## src/rtl/regfile_read_port.sv

```systemverilog
// Register file read port: two-source reads with write bypass and a
// two-entry (output + skid) response buffer behind a valid/ready channel.
module regfile_read_port #(
  parameter int WIDTH  = 32,
  parameter int NREGS  = 32,
  parameter int ADDR_W = 5
) (
  input  logic                   clk,
  input  logic                   clr_n,
  input  logic                   req_valid,
  output logic                   req_ready,
  input  logic [ADDR_W-1:0]      rs1_addr,
  input  logic [ADDR_W-1:0]      rs2_addr,
  input  logic [NREGS*WIDTH-1:0] regs_flat,
  input  logic                   wr_en,
  input  logic [ADDR_W-1:0]      wr_addr,
  input  logic [WIDTH-1:0]       wr_data,
  output logic                   rsp_valid,
  input  logic                   rsp_ready,
  output logic [WIDTH-1:0]       rs1_data,
  output logic [WIDTH-1:0]       rs2_data
);

  logic [WIDTH-1:0] rs1_next;
  logic [WIDTH-1:0] rs2_next;
  logic [WIDTH-1:0] skid_rs1;
  logic [WIDTH-1:0] skid_rs2;
  logic             skid_valid;
  logic             accept;
  logic             out_free;

  // Register 0 reads as zero; a write landing on this edge wins over the
  // bank's current q value because the bank only updates at that edge.
  function automatic logic [WIDTH-1:0] read_src(
    input logic [ADDR_W-1:0]      addr,
    input logic [NREGS*WIDTH-1:0] bank,
    input logic                   we,
    input logic [ADDR_W-1:0]      wa,
    input logic [WIDTH-1:0]       wd
  );
    logic [WIDTH-1:0] value;
    value = '0;
    if (addr != '0) begin
      if (we && (wa == addr)) begin
        value = wd;
      end else begin
        value = bank[addr*WIDTH +: WIDTH];
      end
    end
    return value;
  endfunction

  // Requests are blocked only while the skid entry is occupied, so
  // req_ready depends on registered state alone.
  assign req_ready = !skid_valid;
  assign accept    = req_valid && req_ready;
  assign out_free  = !rsp_valid || rsp_ready;

  // Resolve both source operands in the accept cycle.
  always_comb begin
    rs1_next = read_src(rs1_addr, regs_flat, wr_en, wr_addr, wr_data);
    rs2_next = read_src(rs2_addr, regs_flat, wr_en, wr_addr, wr_data);
  end

  // Output/skid buffer: drain skid first to keep FIFO order, otherwise
  // place a new accept in whichever stage is free.
  always_ff @(posedge clk or negedge clr_n) begin
    if (!clr_n) begin
      rsp_valid  <= 1'b0;
      rs1_data   <= '0;
      rs2_data   <= '0;
      skid_valid <= 1'b0;
      skid_rs1   <= '0;
      skid_rs2   <= '0;
    end else if (skid_valid && rsp_ready) begin
      rs1_data   <= skid_rs1;
      rs2_data   <= skid_rs2;
      rsp_valid  <= 1'b1;
      skid_valid <= 1'b0;
    end else if (accept && out_free) begin
      rs1_data  <= rs1_next;
      rs2_data  <= rs2_next;
      rsp_valid <= 1'b1;
    end else if (accept) begin
      skid_rs1   <= rs1_next;
      skid_rs2   <= rs2_next;
      skid_valid <= 1'b1;
    end else if (rsp_valid && rsp_ready) begin
      rsp_valid <= 1'b0;
    end
  end

endmodule

```

## config.mk

```make
export PLATFORM = sky130hd
export DESIGN_NAME = regfile_read_port
export DESIGN_NICKNAME = d
export VERILOG_FILES = /design/src/rtl/regfile_read_port.sv
export SDC_FILE = /design/constraint.sdc
export NUM_CORES = 1
export LEC_CHECK = 0
export CAP_MARGIN = 10
export CELL_PAD_IN_SITES_DETAIL_PLACEMENT = 1
export CELL_PAD_IN_SITES_GLOBAL_PLACEMENT = 1
export CORE_AREA = 4 4 441 443
export DETAILED_ROUTE_END_ITERATION = 10
export DIE_AREA = 0 0 445 447
export PLACE_DENSITY_LB_ADDON = 0.1
export SYNTH_ARGS = -nofsm -noshare
export SYNTH_HDL_FRONTEND = slang
export SYNTH_SLANG_ARGS = --single-unit
```

## constraint.sdc

```tcl
create_clock -name clk -period 4.9 [get_ports clk]
set_input_delay 1.47 -clock clk [delete_from_list [all_inputs] [get_ports clk]]
set_output_delay 1.47 -clock clk [all_outputs]
set_load 0.05 [all_outputs]
```

# Word level (Yosys, flattened, before mapping)

Cells that the tools add are included.

Output and inout bits: 66
Register bits: 130
Logic and storage cells: 46

Muxes and demuxes: 15
Eq/ne operators: 4
Bitwise gates (word level): 2
Reduce and logical (&&, ||, !) cells: 17
Shift-type cells: 2

Operators with widths:

| cell                                                  | number |
|---|---|
| indexed part select 1024 x 11 -> 32 bit               | 2 |
| 2-to-1 mux 32 bit                                     | 8 |
| == test 5 bit                                         | 2 |
| nonzero test 5 bit                                    | 2 |
| 2-to-1 mux 1 bit                                      | 7 |
| logical AND 1 bit                                     | 6 |
| AND reduction 2 bit                                   | 2 |
| nonzero test 2 bit                                    | 2 |
| inequality test 3 x 1 -> 1 bit, second input constant | 1 |
| AND reduction 3 bit                                   | 1 |
| nonzero test 3 bit                                    | 1 |
| logical NOT 1 bit                                     | 2 |
| inequality test 2 bit, second input constant          | 1 |
| inverter 1 bit                                        | 2 |
| logical OR 1 bit                                      | 1 |

# Depth between registers and ports, before layout

Gate-level depths: netlist of run 1.

Depth in word-level cells: 6
Mapped depth: 11

# Least setup slack after synthesis of run 1

Ideal clock, no wire load.

Path type: input port to flip-flop
Start: in rs2_addr[0]
End: reg rs2_data[11]
Setup slack: 1.603 ns
Data required time: 4.774 ns
Cell stages on the path: 7
Data arrival time: 3.171 ns
Cell sequence: buf_2 buf_2 buf_2 mux4_2 a22oi_1 nand4_1 a221o_1

Longest elaborated chain between the ends: 6
Elaborated cells between the ends (all ways): 8

RTL lines:

| what                                                                                            | line | RTL |
|---|---|---|
| from (decl)                                                                                     | 13   | `input logic [ADDR_W-1:0] rs2_addr,` |
| parallel branches: the longest is 3 deep, another holds indexed part select 1024 x 11 -> 32 bit | -    |  |
| 2-to-1 mux 32 bit *                                                                             | 43   | `if (addr != '0) begin` |
| 2-to-1 mux 32 bit *                                                                             | 80   | `end else if (accept && out_free) begin` |
| 2-to-1 mux 32 bit *                                                                             | 75   | `end else if (skid_valid && rsp_ready) begin` |
| to (signal assigned)                                                                            | 77   | `rs2_data <= skid_rs2;` |
| to (signal assigned)                                                                            | 82   | `rs2_data <= rs2_next;` |
| to (decl)                                                                                       | 21   | `output logic [WIDTH-1:0] rs2_data` |

Every way passes the cells marked *. The select of a mux whose other input is x is not followed.
A chain may end at the register's enable or synchronous reset.

# Worst setup path in the final report of run 1

Start: in rs1_addr[1]
End: reg skid_rs1[7]

Longest elaborated chain between the ends: 4
Elaborated cells between the ends (all ways): 6

RTL lines:

| what                                                                                            | line | RTL |
|---|---|---|
| from (decl)                                                                                     | 12   | `input logic [ADDR_W-1:0] rs1_addr,` |
| parallel branches: the longest is 3 deep, another holds indexed part select 1024 x 11 -> 32 bit | -    |  |
| 2-to-1 mux 32 bit *                                                                             | 43   |  |
| to (signal assigned)                                                                            | 85   | `skid_rs1 <= rs1_next;` |
| to (decl)                                                                                       | 26   | `logic [WIDTH-1:0] skid_rs1;` |

Every way passes the cells marked *.

==> results of run 1 <==
layout make-up:
class                   count  area (um^2)  area share (%)
multi-input cells        2026        18390           47.63
repair buffers           1305        13050           33.80
flip-flops and latches    130         3253           8.424
well taps                2511         3142           8.136
clock buffers              21        440.4           1.141
diodes                     64        160.2          0.4147
clock inverters            11        137.6          0.3564
inverters                  10        37.54         0.09720
worst paths after layout:
path                              start      endpoint  cells past startpoint
min                        skid_rs1[20]  skid_rs1[20]                      2
min reg2reg                skid_rs1[20]  skid_rs1[20]                      2
min in group asynchronous         clr_n   skid_rs2[9]                      1
max in group asynchronous         clr_n  skid_rs1[22]                      2
max reg2reg                  skid_valid   rs2_data[6]                      5
max                         rs1_addr[1]   skid_rs1[7]                     10
logic make-up after synthesis:
logic type,count (synthesis),synth area share [%]
multiplexers,847,47.67
AO/OA/AOI/OAI,763,22.93
AND/OR/NAND/NOR,406,8.379
buffers and inverters,286,6.460
flip-flops,130,14.17
XOR/XNOR,10,0.3816
cell usage after synthesis (35+ instances only):
cell type    n
mux2i_1    639
a22oi_1    382
mux4_2     173
nand2_1    161
o21ai_0    135
dfrtp_1    130
a21oi_1    116
clkbuf_1   112
nand3_1     90
buf_2       84
nor2_1      52
buf_4       47
nand4_1     36
a221o_1     35
a22o_1      35
per-layer routing:
| metal | vias to the layer above | wire length (um) | GRT usage [%] | part of all wire, % |
|---|---|---|---|---|
| met2 | 1040 | 113700 | 38.34 | 49 |
| met1 | 14900 | 103700 | 29.41 | 44 |
| met5 | - | 333 | 0 | 0.14 |
| met3 | 243 | 11900 | 4.036 | 5.1 |
| li1 | 12090 | - | - | - |
| met4 | 58 | 4423 | 4.808 | 1.9 |
power groups by stage:
stage          clock network, mW  registers [mW]  logic [mW]
2_1_floorplan                  0            2.31        1.76
3_3_place_gp                   0            1.75        5.16
3_5_place_dp                   0            1.75        5.15
4_1_cts                     1.38            1.74        5.17
5_1_grt                     1.42            1.79        5.41
6_report                    1.33            1.74        5.11
worst register-to-register path, delay by kind of cell, from the launching register on:
kind	cells	cell delay, ns
DFF	1	0.41
AOI/OAI and AO/OA	1	0.22
and+or+nand+nor	3	1.20
buffers and inverters	1	0.44
stage by stage:
stage | hold slack, ns | cell area (um^2) | TNS (ns) | setup WS [ns] | total power [mW]
after floorplan | 0.4489 | 22950 | 0 | 1.603 | 4.069
after global placement | 0.4647 | 37870 | -0.05363 | -0.04512 | 6.905
after detailed placement | 0.4697 | 37870 | 0 | 0.01087 | 6.907
after CTS | 0.4840 | 38450 | 0 | 0.4804 | 8.290
after global routing | 0.5056 | 38540 | 0 | 0.4027 | 8.611
final | 0.4821 | 38620 | 0 | 0.5532 | 8.173
state kept, by name (all words and copies together), names as in the netlist:
register and cells:
skid_rs1 32, skid_valid 1, rs1_data 32, rs2_data 32, rsp_valid 1, skid_rs2 32
placed cells by master (no fill, tap or decap), drive strengths merged, types with 35 or more instances in the layout:
| cell | Yosys | layout |
|---|---|---|
| mux2i | 639 | 639 |
| o21ai | 136 | 136 |
| diode | 0 | 64 |
| clkdlybuf4s50 | 0 | 1133 |
| mux4 | 190 | 190 |
| nand3 | 90 | 90 |
| nand2 | 161 | 161 |
| nor2 | 55 | 55 |
| dfrtp | 130 | 130 |
| buf | 163 | 170 |
| a221o | 35 | 35 |
| nand4 | 36 | 36 |
| a21oi | 116 | 116 |
| a22o | 35 | 35 |
| a22oi | 382 | 382 |
==> results.ini, run 1 <==
[place]
dp_hpwl_um=195600
dp.cells=5981
gp_congestion=0.8406
port_buffers=1141

[clock_tree]
cts_resized=0
cts_sinks=130
cts_buffer_depth=2
path_clk_slew_ns=0.06
post_cts_buffers=0
holdBufCountCts=0
cts_buffers=17
cts_tree=done
clock_latency_ns=0.44
root_buffer=clkbuf_16
cts_max_level=4

[drt]
dr.pass1.iters=5
num_vias=28330
drtAntennaViolNets=0
drt-vias-per-instance=4.662
finalWirelength_um=234100
drc=0
drt_first_iter_violations=2366
post_drt_wl_per_cell_um=38.51

[setup_path]
crit_family=buffers and inverters
path_max_fanout=55
critPathLaunchType=input port
timing.reg2reg.setup_slack_ns=2.57
path_buf_inv=4
endpoint_kind=register
cp_slowest_cell=a311oi_1
worst_ep_arrival_time_ns=4.68
cpPeakStageDelay_ns=0.74
crit_path_cell_trace=clkbuf_8, buf_12, buf_4, mux2_2, o22ai_1, nor3_1, a311oi_1, buf_4, a21oi_1, mux2_2
required_ns=5.23
crit_type=input port to register

[sta]
tightest_slew_ns=1.376
period_needed_ns=4.347
skew_ns=0.007685
max_freq_ghz=0.2301
finalHoldViolCount=0
setup_viol=0
slew_violations=0
rsz0062_at_grt=no
fin_crit_sh_pct=88.71
slew_headroom_pct=8.253

[cells_and_area]
nets=4566
fillCellCount=21840
fin_cells=6078
utilization_pct=20.33
syn_to_final_growth_pct=68.25
drive_above_1_share_pct=12.62

[floorplan]
core-area_um2=190000
start_util_pct=12.08
die_width_um=445
die_h_um=447
rows=160
dieArea_um2=198900
io_pins=1142

[power_and_ir_drop]
ir_drop_mv=0.1757
swShare_pct=45.59
pwr-share-clk_pct=16.3
seq_power_share_pct=21.2
internal_power_mw=4.447
p_sw_mw=3.726
power.density_nw_per_um2=211.7
combPwrFrac_pct=62.5
p_leak_nw=14.79

[yosys]
ys_ff_latch=130
synth_async_sr_flop_share_pct=100.0
syn_nets=3518
netlist_instances=2442
synth_seq_area_share_pct=14.17
synth_warnings=0
postSynthAreaPerCell_um2=9.399
synth.distinct_cells=52
yosys.area.top_type=mux2i_1
synth_edf_count=0
synth_area_um2=22950
synth_top_area_share_pct=27.87
ys.flop_type=dfrtp_1
synthTopCellsByArea=mux2i_1, mux4_2, dfrtp_1

[global_route]
grt_pass1_vias=30070
grt_pass1_wl_um=301400
overflow=0
grt_max_degree=88
antenna_found_initial=163
grt.total_usage_pct=22.43

[status]
status=finished, final reports clean

[min_path]
hold_path.class=register to register

[flow_run]
cap_violations=0

Power figures use the tool's default switching activity.
==> run 2, diff against run 1 <==
- REMOVE_ABC_BUFFERS: not set -> 1
==> results.ini, run 2 (same netlist as run 1, synthesis figures left out) <==
[global_route]
grt.total_usage_pct=19.79  ; was 22.43%
overflow=0  ; unchanged
grt_max_degree=98  ; was 88
antenna_found_initial=73  ; was 163
grt_pass1_wl_um=271900  ; was 301400 um
grt_pass1_vias=29810  ; was 30070

[sta]
skew_ns=0.01564  ; was 0.007685 ns
finalHoldViolCount=0  ; unchanged
finalSetupTns_ns=0  ; unchanged
slew_violations=0  ; unchanged
setup_viol=0  ; unchanged
rsz0062_at_grt=no  ; unchanged
period_needed_ns=3.913  ; was 4.347 ns
fin_crit_sh_pct=79.85  ; was 88.71%
hold-worst-slack_ns=0.4787  ; was 0.4821 ns
tightest_slew_ns=1.094  ; was 1.376 ns
max_freq_ghz=0.2556  ; was 0.2301 GHz
slew_headroom_pct=27.01  ; was 8.253%

[cells_and_area]
nets=4539  ; was 4566
final_cell_mix=clkdlybuf4s50_1, mux2i_1, a22oi_1  ; unchanged
layout_commonest_cell=clkdlybuf4s50_1  ; unchanged
fillCellCount=21790  ; was 21840
regArea_um2=3253  ; unchanged
drive_above_1_share_pct=11.94  ; was 12.62%
multi_input_area_um2=18400  ; was 18390 um^2
syn_to_final_growth_pct=67.90  ; was 68.25%

[status]
status=finished, final reports clean  ; unchanged

[floorplan]
dieArea_um2=198900  ; unchanged
rows=160  ; unchanged
core-area_um2=190000  ; unchanged
die_h_um=447  ; unchanged
start_util_pct=12.08  ; unchanged
die_width_um=445  ; unchanged
io_pins=1142  ; unchanged

[setup_path]
worst_ep_arrival_time_ns=4.25  ; was 4.68 ns
critPathLaunchType=input port  ; unchanged
crit_family=compound AO/OA/AOI/OAI gates  ; was buffers and inverters
required_ns=5.24  ; was 5.23 ns
endpoint_kind=register  ; unchanged
crit_path_cell_trace=buf_8, buf_12, mux4_2, a22o_1, a221oi_1, buf_4, a211oi_1, o21ai_1, o21ai_0  ; was clkbuf_8, buf_12, buf_4, mux2_2, o22ai_1, nor3_1, a311oi_1, buf_4, a21oi_1, mux2_2
crit_type=input port to register  ; unchanged
path_max_fanout=48  ; was 55
cp_slowest_cell=a221oi_1  ; was a311oi_1
cpPeakStageDelay_ns=0.56  ; was 0.74 ns
path_buf_inv=3  ; was 4

[clock_tree]
cts_sinks=130  ; unchanged
clock_latency_ns=0.49  ; was 0.44 ns
cts_buffer_depth=2  ; unchanged
cts_tree=done  ; unchanged
cts_resized=0  ; unchanged
post_cts_buffers=0  ; unchanged
path_clk_slew_ns=0.06  ; about the same
root_buffer=clkbuf_16  ; unchanged
cts_max_level=4  ; unchanged
holdBufCountCts=0  ; unchanged
cts_buffers=17  ; unchanged

[drt]
post_drt_wl_per_cell_um=34.19  ; was 38.51 um
drc=0  ; unchanged
drt_first_iter_violations=1576  ; was 2366
drt-vias-per-instance=4.515  ; was 4.662
finalWirelength_um=205800  ; was 234100 um
num_vias=27180  ; was 28330
dr.pass1.iters=5  ; unchanged
drtAntennaViolNets=0  ; unchanged

[flow_run]
cap_violations=0  ; unchanged

[power_and_ir_drop]
power.density_nw_per_um2=212.0  ; was 211.7 nW/um^2
p_leak_nw=14.74  ; was 14.79 nW
ir_drop_mv=0.1445  ; was 0.1757 mV

[place]
dp_hpwl_um=162500  ; was 195600 um
gp_congestion=0.8229  ; was 0.8406
port_buffers=1141  ; unchanged

[min_path]
hold_path.class=register to register  ; unchanged

[run 2: cell types whose count changed in the layout (fill, tap and decap cells not counted), sizes merged]
cell | previous run | this run
diode | 64 | 33
buf | 170 | 143
clkinv | 8 | 0
inv | 10 | 18
clkbuf | 23 | 20
clkinvlp | 0 | 3
[run 2: where the power goes]
| part | total [mW] | internal [mW] | switching [mW] |
|---|---|---|---|
| Sequential | 1.68 | 1.45 | 0.229 |
| Clock | 1.50 | 0.833 | 0.670 |
| Combinational | 4.99 | 2.17 | 2.81 |
| Total | 8.17 | 4.46 | 3.71 |
[run 2: worst reg2reg max path, delay by kind of cell (launching register included)]
family | cells | cell delay [ns]
AOI/OAI and AO/OA | 2 | 0.38
buffers and inverters | 2 | 0.67
DFF | 1 | 0.42
and+or+nand+nor | 3 | 0.75
[run 2: per-stage QoR]
step | instances | total power, mW | cell area (um^2) | setup slack, ns | util [%]
2_1_floorplan | 2166 | 3.821 | 21510 | 0.2697 | -
3_5_place_dp | 5955 | 6.779 | 37820 | 0.3346 | 19.91
3_3_place_gp | 5955 | 6.796 | 37820 | 0.3306 | 19.91
5_1_grt | 6005 | 8.641 | 38500 | 0.8614 | 20.26
6_report | 6020 | 8.168 | 38540 | 0.9874 | 20.28
4_1_cts | 5987 | 8.370 | 38450 | 0.8728 | 20.24
[run 2: layer usage]
| layer | share of wire, % | global-route usage [%] | vias to the layer above |
|---|---|---|---|
| li1 | - | - | 12020 |
| met1 | 40 | 23.00 | 14080 |
| met4 | 2.3 | 4.525 | 30 |
| met2 | 53 | 36.92 | 859 |
| met3 | 4.9 | 4.172 | 192 |
| met5 | 0.089 | 0 | - |
[run 2: worst paths after layout]
path	startpoint	end	slack, ns	depth (start not counted)
min reg2reg	skid_rs1[9]	skid_rs1[9]	0.48	2
min in group asynchronous	clr_n	rs2_data[2]	0.99	1
min	skid_rs1[9]	skid_rs1[9]	0.48	2
max in group asynchronous	clr_n	rs2_data[16]	3.03	2
max reg2reg	skid_valid	rs2_data[16]	2.56	7
max	rs1_addr[2]	skid_rs1[9]	0.99	9
[run 2: final cells by class]
cell class,count,area share (%)
multi-input cells,2026,47.75
repair buffers,1278,33.71
flip-flops and latches,130,8.442
well taps,2511,8.153
clock buffers,18,1.140
clock inverters,14,0.4935
diodes,33,0.2143
inverters,10,0.09741
==> run 3, diff against run 2 <==
- CORE_AREA: 4 4 441 443 -> 4 4 447 449
- DIE_AREA: 0 0 445 447 -> 0 0 451 453
- clock period: 4.9 -> 3.4 ns (I/O delays scaled with it)
==> results.ini, run 3 (same netlist as run 1, synthesis figures left out) <==
[min_path]
holdPathEnd=skid_rs2[17]  ; was skid_rs1[9]
hold_path.class=register to register  ; unchanged
hold_depth=2  ; unchanged
min_from=skid_rs2[17]  ; was skid_rs1[9]

[clock_tree]
cts_buffer_depth=2  ; unchanged
holdBufCountCts=0  ; unchanged
path_clk_slew_ns=0.07  ; was 0.06 ns
clock_latency_ns=0.50  ; was 0.49 ns
root_buffer=clkbuf_16  ; unchanged
post_cts_buffers=0  ; unchanged
cts_max_level=4  ; unchanged
cts_resized=0  ; unchanged
cts_sinks=130  ; unchanged
cts_buffers=17  ; unchanged
cts_tree=done  ; unchanged

[floorplan]
die_width_um=451  ; was 445 um
dieArea_um2=204300  ; was 198900 um^2
core-area_um2=196200  ; was 190000 um^2
start_util_pct=11.70  ; was 12.08%
io_pins=1142  ; unchanged
rows=163  ; was 160
die_h_um=453  ; was 447 um

[setup_path]
crit_cells=11  ; was 9
timing.rr.start=skid_valid  ; unchanged
worst_ep_arrival_time_ns=3.42  ; was 4.25 ns
path_max_fanout=28  ; was 48
crit_path_cell_trace=buf_8, buf_12, buf_12, buf_4, mux2i_1, a22oi_1, a21oi_1, nor4_1, buf_4, nand2_1, a21oi_1  ; was buf_8, buf_12, mux4_2, a22o_1, a221oi_1, buf_4, a211oi_1, o21ai_1, o21ai_0
cp_slowest_cell=nor4_1  ; was a221oi_1
required_ns=3.82  ; was 5.24 ns
crit_family=buffers and inverters  ; was compound AO/OA/AOI/OAI gates
timing.reg2reg.setup_slack_ns=1.49  ; was 2.56 ns
crit_type=input port to register  ; unchanged
endpoint_kind=register  ; unchanged
critPathLaunchType=input port  ; unchanged
reg2reg_depth=6  ; was 7
path_buf_inv=5  ; was 3
cpPeakStageDelay_ns=0.54  ; was 0.56 ns
reg2reg_to=rs2_data[3]  ; was rs2_data[16]

[place]
gp_congestion=0.8167  ; was 0.8229
dp.cells=6228  ; was 5955
port_buffers=1141  ; unchanged
dp_hpwl_um=170600  ; was 162500 um

[drt]
drt_first_iter_violations=1703  ; was 1576
dr.pass1.iters=5  ; unchanged
drc=0  ; unchanged
post_drt_wl_per_cell_um=33.07  ; was 34.19 um
finalWirelength_um=208000  ; was 205800 um
num_vias=27540  ; was 27180
drt-vias-per-instance=4.379  ; was 4.515
drtAntennaViolNets=0  ; unchanged

[cells_and_area]
utilization_pct=20.55  ; was 20.28%
syn_to_final_growth_pct=75.68  ; was 67.90%
layout_commonest_cell=clkdlybuf4s50_1  ; unchanged
nets=4683  ; was 4539
fin_cells=6289  ; was 6020
regArea_um2=3253  ; unchanged
multi_input_area_um2=18410  ; was 18400 um^2
drive_above_1_share_pct=15.55  ; was 11.94%
fillCellCount=22620  ; was 21790
final_cell_mix=clkdlybuf4s50_1, mux2i_1, a22oi_1  ; unchanged

[sta]
slew_violations=0  ; unchanged
tightest_slew_ns=0.9032  ; was 1.094 ns
rsz0062_at_grt=no  ; unchanged
max_freq_ghz=0.3336
setup_viol=0  ; unchanged
period_needed_ns=2.998
skew_ns=0.02108  ; was 0.01564 ns
slew_headroom_pct=39.51  ; was 27.01%
fin_crit_sh_pct=88.17
finalHoldViolCount=0  ; unchanged

[power_and_ir_drop]
internal_power_mw=6.616  ; was 4.456 mW
power.density_nw_per_um2=296.9  ; was 212.0 nW/um^2
p_sw_mw=5.356  ; was 3.712 mW
pwr-share-clk_pct=17.3  ; was 18.4%
combPwrFrac_pct=62.4  ; was 61.1%
seq_power_share_pct=20.3  ; was 20.6%
power_mw=11.97  ; was 8.168 mW
p_leak_nw=15.63  ; was 14.74 nW
ir_drop_mv=0.3581  ; was 0.1445 mV
swShare_pct=44.74  ; was 45.44%

[global_route]
grt_max_degree=70  ; was 98
grt.total_usage_pct=19.52  ; was 19.79%
antenna_found_initial=64  ; was 73
overflow=0  ; unchanged
grt_pass1_vias=30470  ; was 29810
grt_pass1_wl_um=275700  ; was 271900 um

[flow_run]
cap_violations=0  ; unchanged

[status]
status=finished, final reports clean  ; unchanged

## run 3: changes by cell type in the layout (fill, tap and decap cells not counted), sizes merged
cell / change
clkbuf: +3
clkdlybuf4s50: -5
buf: +149
inv: -6
clkinv: +3
diode: -4
## run 3: worst max path at each step
stage                start      endpoint  slack, ns
2_1_floorplan  rs2_addr[4]   rs2_data[0]      -0.78
3_3_place_gp   rs1_addr[2]  skid_rs1[25]      -0.19
3_5_place_dp   rs1_addr[4]  skid_rs1[20]      -0.20
4_1_cts        rs1_addr[4]  skid_rs1[20]       0.35
5_1_grt        rs1_addr[2]  rs1_data[31]       0.24
6_report       rs1_addr[2]  rs1_data[25]       0.40
## run 3: cell type report
type,count,share of cell area (%)
multi-input cells,2026,45.66
repair buffers,1422,36.29
well taps,2640,8.192
flip-flops and latches,130,8.068
clock buffers,21,1.142
clock inverters,11,0.3786
diodes,29,0.1800
inverters,10,0.09309
## run 3: power groups by stage
stage,Sequential (mW),Clock (mW),Combinational (mW)
after detailed placement,2.46,0,7.61
after global placement,2.45,0,7.62
after global routing,2.49,2.26,7.94
after CTS,2.43,2.21,7.65
final,2.43,2.08,7.47
after floorplan,3.32,0,2.18
## run 3: worst register-to-register path, cell delays in order, from the launching register on
cell and delay [ns]:
dfrtp_1 0.41, nor2b_1 0.37, nand2_4 0.14, buf_4 0.28, nand2_1 0.23, o21ai_0 0.08, a221o_1 0.27
## run 3: per-layer routing
layer	routed length [um]	GRT usage (%)
met1	83030	22.43
met4	3981	3.944
met5	144	0
met3	8811	3.642
met2	112000	37.33
## run 3: per-stage QoR
stage | hold slack, ns | area (um^2) | setup TNS [ns] | setup WS (ns)
after floorplan | 0.4489 | 21510 | -72.64 | -0.7803
after global placement | 0.4657 | 39640 | -4.454 | -0.1901
after detailed placement | 0.4686 | 39640 | -4.597 | -0.1982
after CTS | 0.4847 | 40250 | 0 | 0.3460
after global routing | 0.4957 | 40300 | 0 | 0.2376
final | 0.4804 | 40320 | 0 | 0.4021
